<file path="src/rtl/hex_tx_pkg.sv">
// Shared types, constants and sizing helpers for the hex word transmitter.
package hex_tx_pkg;

  typedef enum logic [1:0] {
    StIdle,
    StWaitIdle,
    StStrobe,
    StWaitDone
  } state_e;

  localparam logic [7:0] ASCII_CR = 8'h0D;
  localparam logic [7:0] ASCII_LF = 8'h0A;

  // Characters emitted per word: hex digits, optional separator, optional CR/LF.
  function automatic int unsigned nchar(int unsigned data_w, int unsigned sep_en,
                                        int unsigned crlf);
    return (data_w + 3) / 4 + sep_en + 2 * crlf;
  endfunction

  function automatic int unsigned nchar_idx_w(int unsigned data_w, int unsigned sep_en,
                                              int unsigned crlf);
    int unsigned n;
    n = nchar(data_w, sep_en, crlf);
    return (n > 1) ? $clog2(n) : 1;
  endfunction

endpackage

</file>
<file path="src/rtl/hex_word_tx_if.sv">
// Word input and uart_tx byte handshake of the hex word transmitter.
interface hex_word_tx_if #(
  parameter int unsigned DATA_W = 8
);
  logic              in_valid;
  logic              in_ready;
  logic [DATA_W-1:0] in_data;
  logic [7:0]        tx_data;
  logic              tx_en;
  logic              tx_busy;

  modport slave (
    input  in_valid, in_data, tx_busy,
    output in_ready, tx_data, tx_en
  );

  modport master (
    output in_valid, in_data, tx_busy,
    input  in_ready, tx_data, tx_en
  );
endinterface

</file>
<file path="src/rtl/hex_nibble_ascii.sv">
// Maps one 4-bit nibble to its ASCII hex digit.
module hex_nibble_ascii #(
  parameter bit LOWERCASE = 1'b0
) (
  input  logic [3:0] nibble_i,
  output logic [7:0] ascii_o
);
  logic [7:0] alpha_base;

  // Base chosen so that base + 10 lands on 'a' or 'A'.
  assign alpha_base = LOWERCASE ? 8'h57 : 8'h37;
  assign ascii_o    = ((nibble_i < 4'd10) ? 8'h30 : alpha_base) + {4'h0, nibble_i};
endmodule

</file>
<file path="src/rtl/hex_word_tx.sv">
// Hex-dump transmitter: prints a word MSB nibble first through a uart_tx handshake.
// Optional CR/LF line ending after each word when HEX_WORD_TX_CRLF_EN is defined.
module hex_word_tx
  import hex_tx_pkg::*;
#(
  parameter int unsigned DATA_W    = 8,
  parameter bit          LOWERCASE = 1'b0,
  parameter bit          SEP_EN    = 1'b1,
  parameter logic [7:0]  SEP_CHAR  = 8'h20
) (
  input  logic         clk,
  input  logic         resetn,
  hex_word_tx_if.slave bus,
  output logic         busy
);
`ifdef HEX_WORD_TX_CRLF_EN
  localparam bit Crlf = 1'b1;
`else
  localparam bit Crlf = 1'b0;
`endif
  localparam int unsigned Nibbles = (DATA_W + 3) / 4;
  localparam int unsigned WordW   = 4 * Nibbles;
  localparam int unsigned NChar   = nchar(DATA_W, 32'(SEP_EN), 32'(Crlf));
  localparam int unsigned IdxW    = nchar_idx_w(DATA_W, 32'(SEP_EN), 32'(Crlf));

  typedef logic [IdxW-1:0] idx_t;

  state_e           state_q, state_d;
  idx_t             idx_q, idx_d;
  logic [WordW-1:0] word_q, word_d;
  logic [7:0]       tx_data_q, tx_data_d;
  logic             tx_en_q, tx_en_d;
  logic [3:0]       nib_sel;
  logic [7:0]       nib_ascii;
  logic [7:0]       char_next;
  logic             last_char;

  assign last_char = (idx_q == idx_t'(NChar - 1));

  // idx_d is the index of the character about to be strobed, so the byte can be registered.
  always_comb begin
    idx_d = idx_q;
    if (state_q == StWaitDone && !bus.tx_busy) begin
      idx_d = last_char ? '0 : idx_q + idx_t'(1);
    end
  end

  always_comb begin
    nib_sel = '0;
    for (int unsigned i = 0; i < Nibbles; i++) begin
      if (idx_d == idx_t'(i)) nib_sel = word_q[WordW - 4 - 4 * i +: 4];
    end
  end

  hex_nibble_ascii #(
    .LOWERCASE(LOWERCASE)
  ) u_nibble_ascii (
    .nibble_i(nib_sel),
    .ascii_o (nib_ascii)
  );

  always_comb begin
    char_next = nib_ascii;
    if (SEP_EN && idx_d == idx_t'(Nibbles)) char_next = SEP_CHAR;
`ifdef HEX_WORD_TX_CRLF_EN
    if (idx_d == idx_t'(NChar - 2)) char_next = ASCII_CR;
    if (idx_d == idx_t'(NChar - 1)) char_next = ASCII_LF;
`endif
  end

  always_comb begin
    state_d   = state_q;
    word_d    = word_q;
    tx_data_d = tx_data_q;
    tx_en_d   = 1'b0;
    unique case (state_q)
      StIdle: begin
        if (bus.in_valid) begin
          state_d = StWaitIdle;
          word_d  = WordW'(bus.in_data);
        end
      end
      // Never strobe while another master still owns the uart.
      StWaitIdle: begin
        if (!bus.tx_busy) begin
          state_d   = StStrobe;
          tx_en_d   = 1'b1;
          tx_data_d = char_next;
        end
      end
      StStrobe: begin
        if (bus.tx_busy) state_d = StWaitDone;
        else             tx_en_d = 1'b1;
      end
      StWaitDone: begin
        if (!bus.tx_busy) begin
          if (last_char) begin
            state_d   = StIdle;
            tx_data_d = '0;
          end else begin
            state_d   = StStrobe;
            tx_en_d   = 1'b1;
            tx_data_d = char_next;
          end
        end
      end
      default: state_d = StIdle;
    endcase
  end

  always_ff @(posedge clk or negedge resetn) begin
    if (!resetn) begin
      state_q   <= StIdle;
      idx_q     <= '0;
      word_q    <= '0;
      tx_data_q <= '0;
      tx_en_q   <= 1'b0;
    end else begin
      state_q   <= state_d;
      idx_q     <= idx_d;
      word_q    <= word_d;
      tx_data_q <= tx_data_d;
      tx_en_q   <= tx_en_d;
    end
  end

  assign bus.in_ready = (state_q == StIdle);
  assign bus.tx_en    = tx_en_q;
  assign bus.tx_data  = tx_data_q;
  assign busy         = (state_q != StIdle);

endmodule

</file>
<file path="src/flat_wrapper.sv">
// flat-port wrapper written by rule: the top's interface ports become plain ports
module hex_word_tx_flat import hex_tx_pkg::*;
#(
  parameter int unsigned DATA_W    = 8,
  parameter bit          LOWERCASE = 1'b0,
  parameter bit          SEP_EN    = 1'b1,
  parameter logic [7:0]  SEP_CHAR  = 8'h20
)
  (clk, resetn, busy, bus_in_valid, bus_in_data, bus_tx_busy, bus_in_ready, bus_tx_data, bus_tx_en);
  hex_word_tx_if #(.DATA_W(DATA_W)) bus_i ();
  input  logic clk;
  input  logic resetn;
  output logic busy;
  input wire logic [$bits(bus_i.in_valid)-1:0] bus_in_valid;
  input wire logic [$bits(bus_i.in_data)-1:0] bus_in_data;
  input wire logic [$bits(bus_i.tx_busy)-1:0] bus_tx_busy;
  output wire logic [$bits(bus_i.in_ready)-1:0] bus_in_ready;
  output wire logic [$bits(bus_i.tx_data)-1:0] bus_tx_data;
  output wire logic [$bits(bus_i.tx_en)-1:0] bus_tx_en;
  assign bus_i.in_valid = bus_in_valid;
  assign bus_i.in_data = bus_in_data;
  assign bus_i.tx_busy = bus_tx_busy;
  assign bus_in_ready = bus_i.in_ready;
  assign bus_tx_data = bus_i.tx_data;
  assign bus_tx_en = bus_i.tx_en;
  hex_word_tx #(.DATA_W(DATA_W), .LOWERCASE(LOWERCASE), .SEP_EN(SEP_EN), .SEP_CHAR(SEP_CHAR)) u_core (.clk(clk), .resetn(resetn), .bus(bus_i), .busy(busy));
endmodule
</file>
<file path="config.mk">
export PLATFORM = sky130hd
export DESIGN_NAME = hex_word_tx_flat
export DESIGN_NICKNAME = d
export VERILOG_FILES = /design/src/rtl/hex_tx_pkg.sv /design/src/rtl/hex_word_tx_if.sv /design/src/rtl/hex_nibble_ascii.sv /design/src/rtl/hex_word_tx.sv /design/src/flat_wrapper.sv
export SDC_FILE = /design/constraint.sdc
export NUM_CORES = 1
export LEC_CHECK = 0
export CAP_MARGIN = 20
export CORE_MARGIN = 2
export CORE_UTILIZATION = 25
export CTS_CLUSTER_SIZE = 12
export DETAILED_ROUTE_END_ITERATION = 10
export PLACE_DENSITY = 0.5
export SLEW_MARGIN = 15
export SYNTH_ARGS = -nofsm -noshare
export SYNTH_HDL_FRONTEND = slang
export SYNTH_HIERARCHICAL = 1
export SYNTH_SLANG_ARGS = --single-unit
</file>
<file path="constraint.sdc">
create_clock -name clk -period 3.66 [get_ports clk]
set_input_delay 1.098 -clock clk [delete_from_list [all_inputs] [get_ports clk]]
set_output_delay 1.098 -clock clk [all_outputs]
set_load 0.005 [all_outputs]
</file>
---- Word level (Yosys, flattened, before mapping) ----
Index checks and enable logic that the tools add are counted.
word-level totals
  register bits ........................... 21
  word-level logic and storage cells ...... 48
  output and inout bits ................... 11
  input port bits ......................... 12
operators by class
  equality and inequality tests ........... 10
  reductions and logical operators ........ 10
  muxes and demuxes ....................... 20
  add/subtract/negate cells ............... 2
  magnitude comparators ................... 1
operators with widths
  cell                                                                    number
  8-bit two-way mux                                                       2
  8-bit one-hot mux with 2 select lines                                   1
  2-bit two-way mux                                                       7
  7-bit two-way mux                                                       2
  2-bit equality test (second input constant)                             4
  4-bit two-way mux                                                       2
  2-bit != test (second input constant)                                   4
  2-bit one-hot mux with 4 select lines                                   1
  6-bit by 4-bit adder with 7-bit output                                  1
  2-bit by 1-bit equality test with 1-bit output (second input constant)  2
  2-bit zero test                                                         2
  4-bit less-than comparator (second input constant)                      1
  4-bit AND reduction                                                     1
  2-bit nonzero test                                                      2
  1-bit two-way mux                                                       3
  3-bit two-way mux                                                       1
  3-bit AND reduction                                                     1
  2-bit by 1-bit adder with 2-bit output (second input constant)          1
  1-bit one-hot mux with 2 select lines                                   1
  2-bit AND reduction                                                     1
  2-bit OR reduction                                                      1
  1-bit logical AND                                                       1
  1-bit zero test                                                         1

---- Depth between registers and ports, before layout ----
Gate-level depths: netlist of the first run.
  depth in word-level cells ............... 13
  mapped depth ............................ 13
  gate-level depth less buffers ........... 12

---- Cells and area by module ----
Netlist of the first run, hierarchy kept.
by module, submodules not included
  module            area an instance (um^2)  sequential area each (um^2)  cells each  instances
  hex_word_tx       1026.0                   525.5                        80          1
  hex_nibble_ascii  138.9                    0.0                          18          1

---- Worst setup path after synthesis of the first run ----
Ideal clock, no wire load.
  path kind ............................... input to register
  from .................................... input port bus_tx_busy
  to ...................................... register u_core.tx_data_q[5], in the netlist u_core/bus.tx_data[5]
  setup slack ............................. 421 ps
  data arrival time ....................... 3112 ps
  required time ........................... 3532 ps
  path buffers ............................ 0
  setup time .............................. 128 ps
  cell stages on the path ................. 11
  path through ............................ nor2b_4 mux2i_4 mux2i_1 nor2_1 o21a_1 ha_1 and3_1 o21ai_2 a21o_2 a221oi_1 o21ai_1
on the way
  longest elaborated chain between the ends .. 13
  elaborated cells between the ends (all ways) .. 19
  classes of those cells .................. 1 x add/sub; 1 x order compare; 4 x eq/ne; 9 x mux; 4 x reduce/logical
ends and longest elaborated chain
  element                                     RTL line                RTL
  from (decl)                                 flat_wrapper.sv:16      input wire logic [$bits(bus_i.tx_busy)-1:0] bus_tx_busy;
  1-bit zero test (*)                         hex_word_tx.sv:43       if (state_q == StWaitDone && !bus.tx_busy) begin
  1-bit logical AND (*)                       hex_word_tx.sv:43
  2-bit two-way mux (*)                       hex_word_tx.sv:43
  2-bit zero test                             hex_word_tx.sv:51       if (idx_d == idx_t'(i)) nib_sel = word_q[WordW - 4 - 4 * i +: 4];
  4-bit two-way mux                           hex_word_tx.sv:51
  4-bit two-way mux (*)                       hex_word_tx.sv:51
  via u_core.nib_sel[1]                       hex_word_tx.sv:33       logic [3:0] nib_sel;
  4-bit less-than comparator                  hex_nibble_ascii.sv:12  assign ascii_o = ((nibble_i < 4'd10) ? 8'h30 : alpha_base) + {4'h0, nibble_i};
  3-bit two-way mux                           hex_nibble_ascii.sv:12
  6-bit by 4-bit adder with 7-bit output (*)  hex_nibble_ascii.sv:12
  via u_core.nib_ascii[5]                     hex_word_tx.sv:34       logic [7:0] nib_ascii;
  7-bit two-way mux (*)                       hex_word_tx.sv:64       if (SEP_EN && idx_d == idx_t'(Nibbles)) char_next = SEP_CHAR;
  7-bit two-way mux                           hex_word_tx.sv:97       if (last_char) begin
  8-bit two-way mux                           hex_word_tx.sv:96       if (!bus.tx_busy) begin
  8-bit one-hot mux with 2 select lines (*)   hex_word_tx.sv:76       unique case (state_q)
  to (signal assigned)                        hex_word_tx.sv:122      tx_data_q <= tx_data_d;
  to (decl)                                   hex_word_tx.sv:31       logic [7:0] tx_data_q, tx_data_d;
The timed path passes the listed nets; every way through them passes the cells marked *. The select of a mux whose other input is x is not followed.
A chain may end at the register's enable or synchronous reset.

---- Worst setup path in the final report of the first run ----
Ends and elaborated chain as after synthesis.

==> results_dict.tcl, run 1 <==
set metrics [dict create \
    status "completed" \
    cts_inserted_buffers 3 \
    holdCritPathClass "flip-flop to flip-flop" \
    antenna_found_initial 0 \
    drcViolationCount 0 \
    leakagePower_nw 0.7063 \
    finalWorstSetupSlack_ps 220.5 \
    setup_violations 0 \
    ir_drop_mv 0.2935 \
    synth_fp_nets 118 \
    crit_path_top_delay_cell "clkdlybuf4s50_1" \
    synth_common_cells "21 x dfrtp_1, 9 x mux2_2, 8 x ha_1" \
    finalClockSkew_ps 3.724 \
    floorplan.initialDensity 0.2639 \
    slew_viol_final 0 \
    syn_avg_cell_area_sq_um 11.89 \
    fin_util 0.3520 \
    synth_area_leaders "dfrtp_1 45%, mux2_2 8.7%, ha_1 8.6%" \
    synth_warnings 6 \
    placed_cells 178 \
    grt_pass1_vias 848 \
    whs_path_depth 2 \
    r2r_setup_slack_ps 560 \
    cpPeakStageDelay_ps 460 \
    wire_per_inst_um 11.51 \
    grt_max_degree 22 \
    timing.critical_path.buf_inv 1 \
    portBuffers 22 \
    min_to "u_core/bus.tx_data[5]" \
    ant_nets 0 \
    worstSetupStartpointType "input pin" \
    place_hpwl_mm 1.677 \
    grt.overflow.total 0 \
    num_io_pins 23 \
    vias 814 \
    r2r-end "u_core/bus.tx_data[5]" \
    worstPathCellList "clkdlybuf4s50_1, nor2b_4, mux2i_4, mux2i_1, nor2_1, o21a_1, ha_1, and3_1, o21ai_2, a21o_2, a221oi_2, o21ai_1" \
    first_pass_iters 2 \
    dp_slack_ps -105.3 \
    rsz0062_at_grt "no" \
    die_area_sq_um 5222 \
    ys_ff_latch 21 \
    stdcell_count 183 \
    min_period_over_period 0.9398 \
    fillerInstances 441 \
    cts.sinks 21 \
    grt_pass1_wl_mm 3.643 \
    period_minus_slack_ps 3439 \
    clkLatencyLatePin_ps 260 \
    cts_root_buffer "clkbuf_8" \
    synth_top_area_cell "dfrtp_1" \
    fin_setup_tns_ps 0 \
    coreArea_sq_um 4414 \
    area_delta_synth_final_pct 33.40 \
    async_flop_share 1.000 \
    syn_area_sq_um 1165 \
    maxCapViolCount 0 \
    clockBufferDepth 2 \
    rr_startpoint "u_core/state_q[0]" \
    cts_tree "built" \
    register_area_sq_um 525.5 \
    finalWirelength_mm 2.107 \
    grtUsageTotal 0.08596 \
    hold_viol 0 \
    multi_input_comb_area_sq_um 600.6 \
    crit_arrival_ps 3580 \
    die_w_um 72.26 \
    netlist-cell-type-count 32 \
    synthFlopType "dfrtp_1" \
    reg2reg_depth 12 \
    placed_area_sq_um 1491 \
    drive_gt1_frac 0.2290 \
    rows 24 \
    clkSlewWorstSetupHoldPaths_ps 70 \
    worstHoldStart "u_core/bus.tx_data[5]" \
    synth_top_area_share 0.4511 \
    ys_seq_area_frac 0.4511 \
    crit_type "input pin to flip-flop" \
    hold_buffers 0 \
    crit_fanout 4 \
    synth_most_common_cell "dfrtp_1" \
    p_per_area_nw_per_um2 944.2 \
    synth_enable_flop_cells 0 \
    htreeDepth 1 \
    worstSetupEndpointType "flip-flop" \
    diodes 0 \
    drt-initial-drc-count 37 \
    crit_required_ps 3800 \
    fin_area_sq_um 1554 \
    syn_inst 98 \
    gp_congestion 0.7587 \
    max_freq_mhz 290.7 \
    vias_per_cell 4.448 \
    fp.dieH_um 72.26 \
    layout.nets 152 \
    crit_family "compound AO/OA/AOI/OAI gates" \
]
==> final cells by class <==
type | instances | share of cell area
Timing Repair Buffer | 31 | 0.1876
Inverter | 7 | 0.01691
Multi-Input combinational cell | 68 | 0.3865
Clock buffer | 4 | 0.02899
Sequential cell | 21 | 0.3382
Tap cell | 52 | 0.04187
==> how the worst max path moves through the flow <==
stage | startpoint | to | slack, ps | cells after the start
final | bus_tx_busy | u_core/bus.tx_data[5] | 220 | 12
after global routing | bus_tx_busy | u_core/bus.tx_data[5] | 30 | 12
after CTS | bus_tx_busy | u_core/bus.tx_data[5] | 170 | 12
after detailed placement | bus_tx_busy | u_core/bus.tx_data[5] | -110 | 12
after global placement | bus_tx_busy | u_core/bus.tx_data[5] | -40 | 12
after floorplan | bus_tx_busy | u_core/bus.tx_data[5] | 420 | 11
==> per-stage QoR <==
stage | hold slack, ps | total power, mW
finish | 487.2 | 1.467
global route | 529.8 | 1.608
CTS | 496.5 | 1.486
detailed placement | 478.4 | 1.325
global placement | 483.2 | 1.311
floorplan | 478.7 | 0.9958
==> logic make-up after synthesis <==
kind of cell	Yosys count	share of synthesized area
adder cells (fa/ha/maj)	8	0.08593
multiplexers	15	0.1493
other	1	0.003219
XOR/XNOR	1	0.007520
AND/OR/NAND/NOR	16	0.07304
AO/OA/AOI/OAI	27	0.1912
buffers and inverters	9	0.03867
flip-flops	21	0.4511
==> placed cells by master (no fill, tap or decap), types with 2 or more instances in the layout <==
cell | synthesis | routed
nand2b_1 | 2 | 2
o21ai_1 | 4 | 4
inv_1 | 7 | 7
nand2_1 | 3 | 3
o21a_1 | 2 | 2
a21oi_1 | 4 | 4
mux2_2 | 9 | 9
buf_4 | 1 | 8
clkbuf_8 | 0 | 3
a22o_1 | 7 | 7
ha_1 | 8 | 8
nor2_1 | 6 | 6
clkdlybuf4s50_1 | 0 | 22
mux2i_1 | 5 | 5
dfrtp_1 | 21 | 21
==> sequential cells by signal (all words and copies together) (netlist names) <==
name	flops
u_core/bus.tx_en	1
u_core/bus.tx_data	8
u_core/idx_q	2
u_core/word_q	8
u_core/state_q	2
==> worst register-to-register path: cells and delay by family (launching register included) <==
family	cells	cell delay, ps
AOI/OAI and AO/OA	5	750
adders and majority gates	2	750
and+or+nand+nor	3	520
DFF	1	430
muxes	2	540
==> what timing repair did <==
| action | CTS | global route |
|---|---|---|
| resized for setup | 0 | 1 |
| hold endpoints to repair | 0 | 0 |
| setup buffers | 0 | 0 |
| setup endpoints to repair | 0 | 1 |
==> report_power, final <==
group          switching (mW)  leakage [nW]  internal (mW)
Clock                  0.0725        0.0228         0.0774
Combinational           0.390         0.427          0.511
Sequential             0.0736         0.257          0.343
==> metal layers <==
layer,GRT usage,routed length (um),vias up,part of all wire
li1,-,-,418,-
met4,0.02516,13,0,0.0062
met2,0.1488,1020,15,0.48
met3,0.01806,103,2,0.049
met1,0.1076,969,379,0.46
met5,0,0,-,0
No activity file was read; power rests on OpenSTA's default activity.
==> run 2, diff against run 1 <==
--- a/config.mk
+++ b/config.mk
@@ -7,10 +7,11 @@
 export LEC_CHECK = 0
 export CAP_MARGIN = 20
 export CORE_MARGIN = 2
-export CORE_UTILIZATION = 25
-export CTS_CLUSTER_SIZE = 12
+export CORE_UTILIZATION = 35
+export CTS_CLUSTER_SIZE = 24
 export DETAILED_ROUTE_END_ITERATION = 10
-export PLACE_DENSITY = 0.5
+export PLACE_DENSITY = 0.63
+export SKIP_CTS_REPAIR_TIMING = 1
 export SLEW_MARGIN = 15
 export SYNTH_ARGS = -nofsm -noshare
 export SYNTH_HDL_FRONTEND = slang
==> results_dict.tcl, run 2 (synthesis gave the netlist of run 1 again) <==
set metrics [dict create \
    grt.overflow.total 0 \
    cts_inserted_buffers 3 \
    p_comb_frac 0.627 \
    holdCritPathClass "flip-flop to flip-flop" \
    first_pass_iters 4 \
    place_hpwl_mm 1.645 \
    wl_met1_um 923 \
    crit_arrival_ps 3640 \
    period_minus_slack_ps 3450 \
    max_freq_mhz 289.9 \
    swShare 0.3768 \
    finalWirelength_mm 2.071 \
    fin_area_sq_um 1500 \
    power_mw 1.398 \
    grt_pass1_wl_mm 3.381 \
    crit_path_top_delay_cell "clkdlybuf4s50_1" \
    crit_type "input pin to flip-flop" \
    layout_commonest_cell "clkdlybuf4s50_1" \
    min_period_over_period 0.9425 \
    drt-initial-drc-count 14 \
    p_sw_mw 0.5266 \
    drive_gt1_frac 0.2093 \
    finalWorstSetupSlack_ps 210.4 \
    vias_per_cell 4.728 \
    worst_pin_slew_ps 929.6 \
    fp.dieH_um 61.69 \
    final_cell_mix "22 x clkdlybuf4s50_1, 21 x dfrtp_1, 9 x mux2_2" \
    slew_viol_final 0 \
    grtUsageTotal 0.1213 \
    maxCapViolCount 0 \
    grt_pass1_vias 814 \
    htreeDepth 1 \
    dp_slack_ps -123.5 \
    grt_max_degree 22 \
    timing.critical_path.buf_inv 1 \
    fin_setup_tns_ps 0 \
    setup_violations 0 \
    finalClockSkew_ps 2.177 \
    gp_congestion 0.7302 \
    fillerInstances 314 \
    antenna_found_initial 0 \
    hold_viol 0 \
    cpPeakStageDelay_ps 460 \
    diodes 0 \
    crit_required_ps 3850 \
    pwr-share-clk 0.077 \
    leakagePower_nw 0.6877 \
    top_layer "met4" \
    ant_nets 0 \
    cts_tree "built" \
    layout.nets 150 \
    worstSetupStartpointType "input pin" \
    status "completed" \
    internal-power_mw 0.8710 \
    num_io_pins 23 \
    p_per_area_nw_per_um2 931.6 \
    clockBufferDepth 2 \
    clkLatencyLatePin_ps 300 \
    die_area_sq_um 3806 \
    placed_area_sq_um 1474 \
    crit_family "compound AO/OA/AOI/OAI gates" \
    die_w_um 61.69 \
    wl_met2_mm 1.040 \
    route.met3.wl_um 93 \
    floorplan.initialDensity 0.3754 \
    seq_power_share 0.296 \
    wire_per_inst_um 11.97 \
    whs_ps 500.9 \
    rows 20 \
    drcViolationCount 0 \
    worstSetupEndpointType "flip-flop" \
    worstPathCellList "clkdlybuf4s50_1, nor2b_4, mux2i_4, mux2i_1, nor2_1, o21a_1, ha_1, and3_1, o21ai_2, a21o_2, a221oi_1, o21ai_1" \
    multi_input_comb_area_sq_um 594.3 \
    cts.sinks 21 \
    coreArea_sq_um 3103 \
    portBuffers 22 \
    rsz0062_at_grt "no" \
    ir_drop_mv 0.4465 \
    maxSlewHeadroom 0.3783 \
    area_delta_synth_final_pct 28.79 \
    clkSlewWorstSetupHoldPaths_ps 110 \
    register_area_sq_um 525.5 \
    vias 818 \
    crit_fanout 5 \
    cts_root_buffer "clkbuf_4" \
]
## run 2: cell types whose count changed in the layout (fill, tap and decap cells not counted), sizes merged
| cell | delta |
|---|---|
| buf | -2 |
## run 2: final timing paths
| check | from | endpoint | slack, ps | cells past startpoint |
|---|---|---|---|---|
| max | bus_tx_busy | u_core/bus.tx_data[5] | 210 | 12 |
| min | u_core/bus.tx_data[5] | u_core/bus.tx_data[5] | 500 | 2 |
| max reg2reg | u_core/state_q[0] | u_core/bus.tx_data[5] | 530 | 12 |
| min reg2reg | u_core/bus.tx_data[5] | u_core/bus.tx_data[5] | 500 | 2 |
| max in group asynchronous | resetn | u_core/bus.tx_data[4] | 1790 | 1 |
| min in group asynchronous | resetn | u_core/bus.tx_data[2] | 1310 | 1 |
## run 2: worst min-delay path, stage by stage (launching register included)
cell and delay [ps]:
dfrtp_1 350, nand2_1 60, o21ai_1 60
## run 2: final cells by class
cell class | count | share of cell area
multi-input combinational | 68 | 0.3962
inverter | 7 | 0.01751
timing repair buffer | 29 | 0.1818
tap | 44 | 0.03670
sequential | 21 | 0.3503
clock buffer | 4 | 0.01751
## run 2: per-layer routing
metal / global-route usage / vias up
met1: 0.1419 / 390
met4: 0.06383 / 0
met3: 0.02277 / 2
met2: 0.2105 / 14
met5: 0 / -
li1: - / 412
## run 2: stage by stage
step,instances,utilization
2_1_floorplan,98,-
3_3_place_gp,169,0.4750
3_5_place_dp,169,0.4750
4_1_cts,173,0.4835
5_1_grt,173,0.4835
6_report,173,0.4835
## run 2: power by group through the flow
stage | logic [mW] | registers (mW) | clock network [mW]
after floorplan | 0.588 | 0.408 | 0
after global placement | 0.865 | 0.415 | 0
after detailed placement | 0.880 | 0.420 | 0
after CTS | 0.887 | 0.415 | 0.117
after global routing | 0.970 | 0.430 | 0.124
final | 0.876 | 0.413 | 0.108
